File: config.mk
export PLATFORM = sky130hd
export DESIGN_NAME = iso7816_char_tx
export DESIGN_NICKNAME = d
export VERILOG_FILES = /design/src/rtl/iso7816_char_tx.sv
export SDC_FILE = /design/constraint.sdc
export NUM_CORES = 1
export LEC_CHECK = 0
export BUFFER_PORTS_ARGS = -buffer_cell sky130_fd_sc_hd__buf_2
export CORE_MARGIN = 5
export CORE_UTILIZATION = 43
export CTS_BUF_LIST = sky130_fd_sc_hd__clkbuf_4 sky130_fd_sc_hd__clkbuf_8 sky130_fd_sc_hd__clkbuf_16
export DETAILED_ROUTE_END_ITERATION = 8
export SLEW_MARGIN = 20
export SYNTH_ARGS = -nofsm -noshare
export SYNTH_HDL_FRONTEND = slang
export SYNTH_SLANG_ARGS = --single-unit
File: constraint.sdc
create_clock -name clk -period 2.6 [get_ports clk]
set_input_delay 0.13 -clock clk [delete_from_list [all_inputs] [get_ports clk]]
set_output_delay 0.13 -clock clk [all_outputs]
set_load 0.01 [all_outputs]
File: src/rtl/iso7816_char_tx.sv
// ISO 7816-3 character transmitter: start bit, 8 data bits, parity, guard time,
// with error-signal sampling and bounded retransmission on an open-drain line.
module iso7816_char_tx (
   input  logic       clk,
   input  logic       nReset,
   input  logic       etuTick,
   input  logic       inverseConvention,
   input  logic [7:0] guardEtus,
   input  logic [2:0] maxRetries,
   input  logic [7:0] dataIn,
   input  logic       startTx,
   input  logic       ioIn,
   output logic       ioDriveLow,
   output logic       ready,
   output logic       done,
   output logic       error,
   output logic [2:0] retryCount
);

   typedef enum logic [1:0] {S_IDLE, S_ARM, S_BITS, S_GUARD} state_t;

   state_t     state, state_nxt;
   logic [3:0] bit_idx;
   logic [8:0] guard_cnt;
   logic [7:0] data_q;
   logic [7:0] guard_q;
   logic       inv_q;
   logic [2:0] max_q;
   logic [2:0] retry_q;
   logic       err_flag;

   logic       last_bit;
   logic       guard_end;
   logic       retry_ok;
   logic       drive_nxt;
   logic       done_nxt;
   logic       error_nxt;
   logic       ready_nxt;

   // Line level of frame position idx (0 = start, 1..8 = data, 9 = parity).
   function automatic logic bit_level(input logic [3:0] idx, input logic [7:0] data,
                                      input logic inv);
      logic [2:0] k;
      logic       lvl;
      k = inv ? (3'd0 - idx[2:0]) : (idx[2:0] - 3'd1);
      if (idx == 4'd0)
         lvl = 1'b0;
      else if (idx == 4'd9)
         lvl = inv ? ~(^data) : (^data);
      else
         lvl = inv ? ~data[k] : data[k];
      return lvl;
   endfunction

   assign last_bit   = (bit_idx == 4'd9);
   // Guard lasts 2+guardEtus ticks; the counter holds ticks already seen in guard.
   assign guard_end  = (state == S_GUARD) && etuTick &&
                       (guard_cnt == ({1'b0, guard_q} + 9'd1));
   assign retry_ok   = (retry_q < max_q);
   assign retryCount = retry_q;

   // NOTE: sequential state uses non-blocking assignments so every flop samples pre-edge values.
   always_ff @(posedge clk or negedge nReset) begin
      if (!nReset)
         state <= S_IDLE;
      else
         state <= state_nxt;
   end

   always_comb begin
      state_nxt = state;
      case (state)
         S_IDLE:  if (startTx) state_nxt = S_ARM;
         S_ARM:   if (etuTick) state_nxt = S_BITS;
         S_BITS:  if (etuTick && last_bit) state_nxt = S_GUARD;
         S_GUARD: begin
            if (guard_end)
               state_nxt = (err_flag && retry_ok) ? S_ARM : S_IDLE;
         end
         default: state_nxt = S_IDLE;
      endcase
   end

   // NOTE: every output gets a default first, so no latch can be inferred.
   always_comb begin
      drive_nxt = 1'b0;
      case (state)
         S_ARM:  drive_nxt = etuTick;
         S_BITS: begin
            if (!etuTick)
               drive_nxt = ioDriveLow;
            else if (!last_bit)
               drive_nxt = ~bit_level(bit_idx + 4'd1, data_q, inv_q);
         end
         default: drive_nxt = 1'b0;
      endcase
      done_nxt  = guard_end && !err_flag;
      error_nxt = guard_end && err_flag && !retry_ok;
      ready_nxt = (state_nxt == S_IDLE);
   end

   // NOTE: latched character settings are reset too, so nothing ever reads an X after reset.
   always_ff @(posedge clk or negedge nReset) begin
      if (!nReset) begin
         bit_idx    <= 4'd0;
         guard_cnt  <= 9'd0;
         data_q     <= 8'd0;
         guard_q    <= 8'd0;
         inv_q      <= 1'b0;
         max_q      <= 3'd0;
         retry_q    <= 3'd0;
         err_flag   <= 1'b0;
         ioDriveLow <= 1'b0;
         ready      <= 1'b1;
         done       <= 1'b0;
         error      <= 1'b0;
      end else begin
         ioDriveLow <= drive_nxt;
         ready      <= ready_nxt;
         done       <= done_nxt;
         error      <= error_nxt;
         case (state)
            S_IDLE: begin
               if (startTx) begin
                  data_q   <= dataIn;
                  inv_q    <= inverseConvention;
                  guard_q  <= guardEtus;
                  max_q    <= maxRetries;
                  retry_q  <= 3'd0;
                  err_flag <= 1'b0;
               end
            end
            S_ARM: begin
               if (etuTick) bit_idx <= 4'd0;
            end
            S_BITS: begin
               if (etuTick) begin
                  bit_idx   <= bit_idx + 4'd1;
                  guard_cnt <= 9'd0;
               end
            end
            S_GUARD: begin
               if (etuTick) begin
                  guard_cnt <= guard_cnt + 9'd1;
                  if ((guard_cnt == 9'd0) && !ioIn)
                     err_flag <= 1'b1;
                  if (guard_end && err_flag && retry_ok) begin
                     retry_q  <= retry_q + 3'd1;
                     err_flag <= 1'b0;
                  end
               end
            end
            default: ;
         endcase
      end
   end

endmodule

* Word-level counts from Yosys, hierarchy flattened
Index checks and enable logic that the tools add are counted.
Cells by class: add/sub/neg operators 6, $mul 0, divide/modulo/power cells 0, $lt $le $gt $ge 2, equality and inequality tests 12, shifts and indexed selects 0, multiplexer cells 34, bitwise logic cells 3, reductions and logical operators 25
Operator list (number):
- 9-bit 2-to-1 mux | 2
- 9-bit case mux with 2 select lines | 1
- 1-bit 2-to-1 mux | 15
- 3-bit 2-to-1 mux | 4
- 8-bit by 1-bit adder with 9-bit output, second input constant | 1
- 9-bit by 1-bit adder with 9-bit output, second input constant | 1
- 9-bit equality test | 1
- 1-bit logical AND | 9
- 9-bit logical NOT | 1
- 4-bit equality test, second input constant | 2
- 2-bit 2-to-1 mux | 4
- 4-bit 2-to-1 mux | 2
- 2-bit != test, second input constant | 4
- 2-bit case mux with 4 select lines | 1
- 4-bit case mux with 2 select lines | 1
- 4-bit AND reduction | 2
- 8-bit XOR reduction | 1
- 3-bit case mux with 2 select lines | 1
- 3-bit AND reduction | 2
- 2-bit nonzero test | 3
- 4-bit by 1-bit adder with 4-bit output, second input constant | 1
- 2-bit equality test, second input constant | 2
- 2-bit logical NOT | 2
- 4-bit logical NOT | 1
- 13 further kinds | 18
Word-level totals: flip-flop bits (word level) 43, bits in latches 0, memory bits (writable) 0, memory bits (read-only) 0, input bits 25, output and inout port bits 7, logic and storage cells 95, memories kept 0

* Depth between registers and ports, before layout
depth after elaboration 16, mapped depth 10, depth with buffers taken out 8

* Least setup slack after synthesis
Ideal clock, no wire load.
path type register to register, from register guard_q[0], to register retry_q[2] (netlist: retryCount[2]), setup time 0.069 ns, data arrival time 2.104 ns, required time 2.531 ns, slack 0.427 ns, stages on the path, launching flop included 8, path buffers 0, clock period less this slack 2.173 ns, cell sequence dfrtp_1 -> ha_1 -> inv_2 -> or4_1 -> a32oi_1 -> o2111ai_1 -> or4_1 -> nand3_1
On the way: cells in the longest elaborated chain, start to end 7
Ends and longest elaborated chain:
- start: declaration | line 26 | logic [7:0] guard_q;
- start signal: assignment | line 127 | guard_q <= guardEtus;
- 8-bit by 1-bit adder with 9-bit output | line 58 | (guard_cnt == ({1'b0, guard_q} + 9'd1));
- 9-bit equality test | line 58
- 1-bit logical AND | line 57 | assign guard_end = (state == S_GUARD) && etuTick &&
- 1-bit logical AND (2 in a row) | line 147 | if (guard_end && err_flag && retry_ok) begin
- 2-bit by 1-bit != test with 1-bit output (no line)
- 4-bit AND reduction (no line)
- end signal: assignment | line 148 | retry_q <= retry_q + 3'd1;
- end: declaration | line 29 | logic [2:0] retry_q;
No other way between the ends. A chain may end at the register's enable or synchronous reset.

* Worst setup path in the final report
Same ends and word-level chain as after synthesis.

==> impl_metrics.csv <==
group,metric,value,unit
timing,setup_violations,0,
global_routing,grt_pass1_vias,2182,
timing,max_freq,426,MHz
clocking,clockBufferDepth,2,
clocking,cts_root_buf,"clkbuf_8",
synth,ys_types,60,
clocking,numCtsBuffers,5,
timing,holdWs,0.0592,ns
global_routing,grt_overflow,0,
synth,synthMuxAreaShare,10.0,%
global_routing,grt_pass1_wl,10.3,mm
setup_path,crit_required,2.84,ns
timing,finalHoldViolCount,0,
setup_path,cpLargestDelayFamily,"simple AND/OR/NAND/NOR gates",
timing,setup-tns-final,0,ns
routing,vias,2130,
timing,min_period,2.35,ns
clocking,clock_latency,0.29,ns
placement,postPlaceCellArea,2970,sq um
synth,synthAdderAreaFrac,5.91,%
hold_path,hold_depth,2,
timing,drv_slew,0,
hold_path,hold_class,"in -> reg",
finish,drive_gt1_share,24.4,%
global_routing,grt_max_degree,44,
finish,nets,345,
timing,max-slew-margin-rel,62.1,%
synth,yosys_most_used_dff,"dfrtp_1",
routing,ant_nets,0,
run,drv_cap,0,
placement,portBuffers,31,
global_routing,antenna_found_initial,0,
finish,syn_to_final_growth,12.5,%
finish,multi_input_area,1550,sq um
synth,syn-num-nets,316,
floorplan,ios,32,
synth,yosysMostFrequentCell,"dfrtp_1",
synth,ys_seq_elements,43,
synth,seq_area_frac_synth,39.1,%
finish,regArea,1080,sq um
synth,yosysWarnings,0,
routing,routedWlPerCell,14.6,microns
clocking,clkTransAtPathRegs,0.08,ns
finish,utilization,49.3,%
synth,yosysTopAreaCell,"dfrtp_1",
clocking,cts_tree,"done",
setup_path,cp_num_cells,7,
timing,worst_pin_slew,0.563,ns
setup_path,path_cells,"ha_2, inv_2, or4_1, a32oi_1, o2111ai_1, or4_1, nand3_1",
setup_path,r2r.worst_path.cells,7,
finish,antenna_cells,0,
setup_path,crit_fanout,6,
timing,finalCritPeriodShare,90.3,%
synth,synth_commonest_cells,"dfrtp_1 (42), nand2_1 (25), mux2_2 (21)",
finish,fin_area,3100,sq um
setup_path,startpoint_type,"flip-flop",
synth,syn_area,2750,sq um
synth,yosys.area_share.simple,19.0,%
placement,hpwl,4.16,mm
global_routing,track_usage,14.9,%
synth,avgSynthCellArea,9.90,sq um
clocking,clkSinkCount,43,
floorplan,core_area,6280,sq um
routing,route.detailed.drc,0,
synth,synth_top_family_by_area,"simple AND/OR/NAND/NOR gates",
setup_path,critPathBufInv,1,
setup_path,slowest_delay,0.54,ns
power,fin_total_pwr,3.27,mW
synth,synth_edf_count,0,
finish,fill_cells,606,
setup_path,arrival,2.59,ns
floorplan,rows,29,
setup_path,path_common_cell,"or4_1",
power,p_leak,1.38,nW
timing,fin_worst_skew,0.00825,ns
routing,drt_iter0_markers,107,
floorplan,die_h,90.0,microns
setup_path,end_kind,"flip-flop",
floorplan,start_util,43.9,%
outcome,outcome,"complete, no violations",
synth,synthTopCellsByArea,"dfrtp_1 (38%), mux2_2 (8.6%), ha_1 (5.9%)",
routing,drt-pass1-iter-count,4,
setup_path,crit_type,"reg -> reg",
clocking,cts_setup_buffers,0,
synth,synthArstFlopShare,100,%
power,irDropWorstVdd,660,uV
placement,gp_congestion,0.846,
synth,synth_xor_area_share,6.55,%
synth,synth_compound_area_share,14.6,%
routing,viasPerCell,5.55,
timing,grt_setup_unrepaired,"no",
synth,syn_inst,278,
routing,drt_wl_total,5.62,mm
floorplan,dieWidth,90.0,microns
power,power_density,1060,nW/um^2
floorplan,dieArea,8100,sq um
synth,yosys.area.top_type_share,38.2,%
clocking,h-tree-depth,2,
setup_path,slowest_stage,"or4_1",
[report_power, final]
part	switching (mW)	leakage (nW)	internal (mW)	total, mW
Sequential	0.261	0.546	0.904	1.16
Combinational	0.756	0.779	0.823	1.58
Clock	0.230	0.0547	0.292	0.523
Total	1.25	1.38	2.02	3.27
[per-layer routing]
metal  track usage (%)  share of wire (%)  up-vias
met1              20.6                 50     1022
met4              3.35                1.1        0
met2              23.8                 45       35
li1                  -                  -     1067
met5                 0                  0        -
met3              3.17                3.9        6
[stage by stage]
step / worst slack (ns) / instances
floorplan: 0.427 / 278
global placement: 0.320 / 376
detailed placement: 0.194 / 376
CTS: 0.169 / 383
global route: 0.0553 / 384
finish: 0.252 / 384
[cell type report]
cell class | count | share of cell area, %
well taps | 77 | 3.11
repair buffers | 37 | 7.03
multi-input cells | 206 | 49.9
clock buffers | 6 | 2.47
inverters | 14 | 1.70
clock inverters | 1 | 0.970
flip-flops and latches | 43 | 34.8
[layout by cell type (no fill, tap or decap), types with 4 or more instances in the layout]
cell and instances:
nor3_1 5, a22o_1 6, xor2_1 5, mux2_2 21, xnor2_1 13, inv_1 13, clkbuf_8 5, buf_2 30
nand3_1 15, nor2_1 6, nand2b_1 6, nand2_1 25, or4_1 5, o21ai_0 19, a21oi_1 6, buf_4 5
dfrtp_1 42, mux2i_1 4, ha_1 12, o211ai_1 8
[path summary, 6_finish.rpt]
path	from	to	slack, ns
hold reg to reg	max_q[2]	max_q[2]	0.51
setup reg to reg	guard_q[0]	retryCount[2]	0.25
hold / removal	maxRetries[0]	max_q[0]	0.06
min in group asynchronous	nReset	bit_idx[2]	0.37
setup / recovery	guard_q[0]	retryCount[2]	0.25
max in group asynchronous	nReset	guard_q[0]	1.86
[state kept, by name (all words and copies together), names as in the netlist]
name	count
max_q	3
ioDriveLow	1
bit_idx	4
err_flag	1
state	2
inv_q	1
guard_cnt	9
guard_q	8
error	1
done	1
data_q	8
retryCount	3
ready	1
[cell families (layout without fill, tap and decap cells)]
family,count (synthesis),in the layout
xor+xnor,19,19
mux,25,25
compound gates,58,58
fa+ha+maj,13,13
simple gates,91,91
buf+inv,29,58
flops,43,43
[repair_timing]
action                                  in CTS  in global routing
hold buffers                                 0                  1
endpoints found under the setup margin       0                  1
resized for setup                            0                  1
hold endpoints to repair                     0                 42
(Power assumes the default switching activity.)
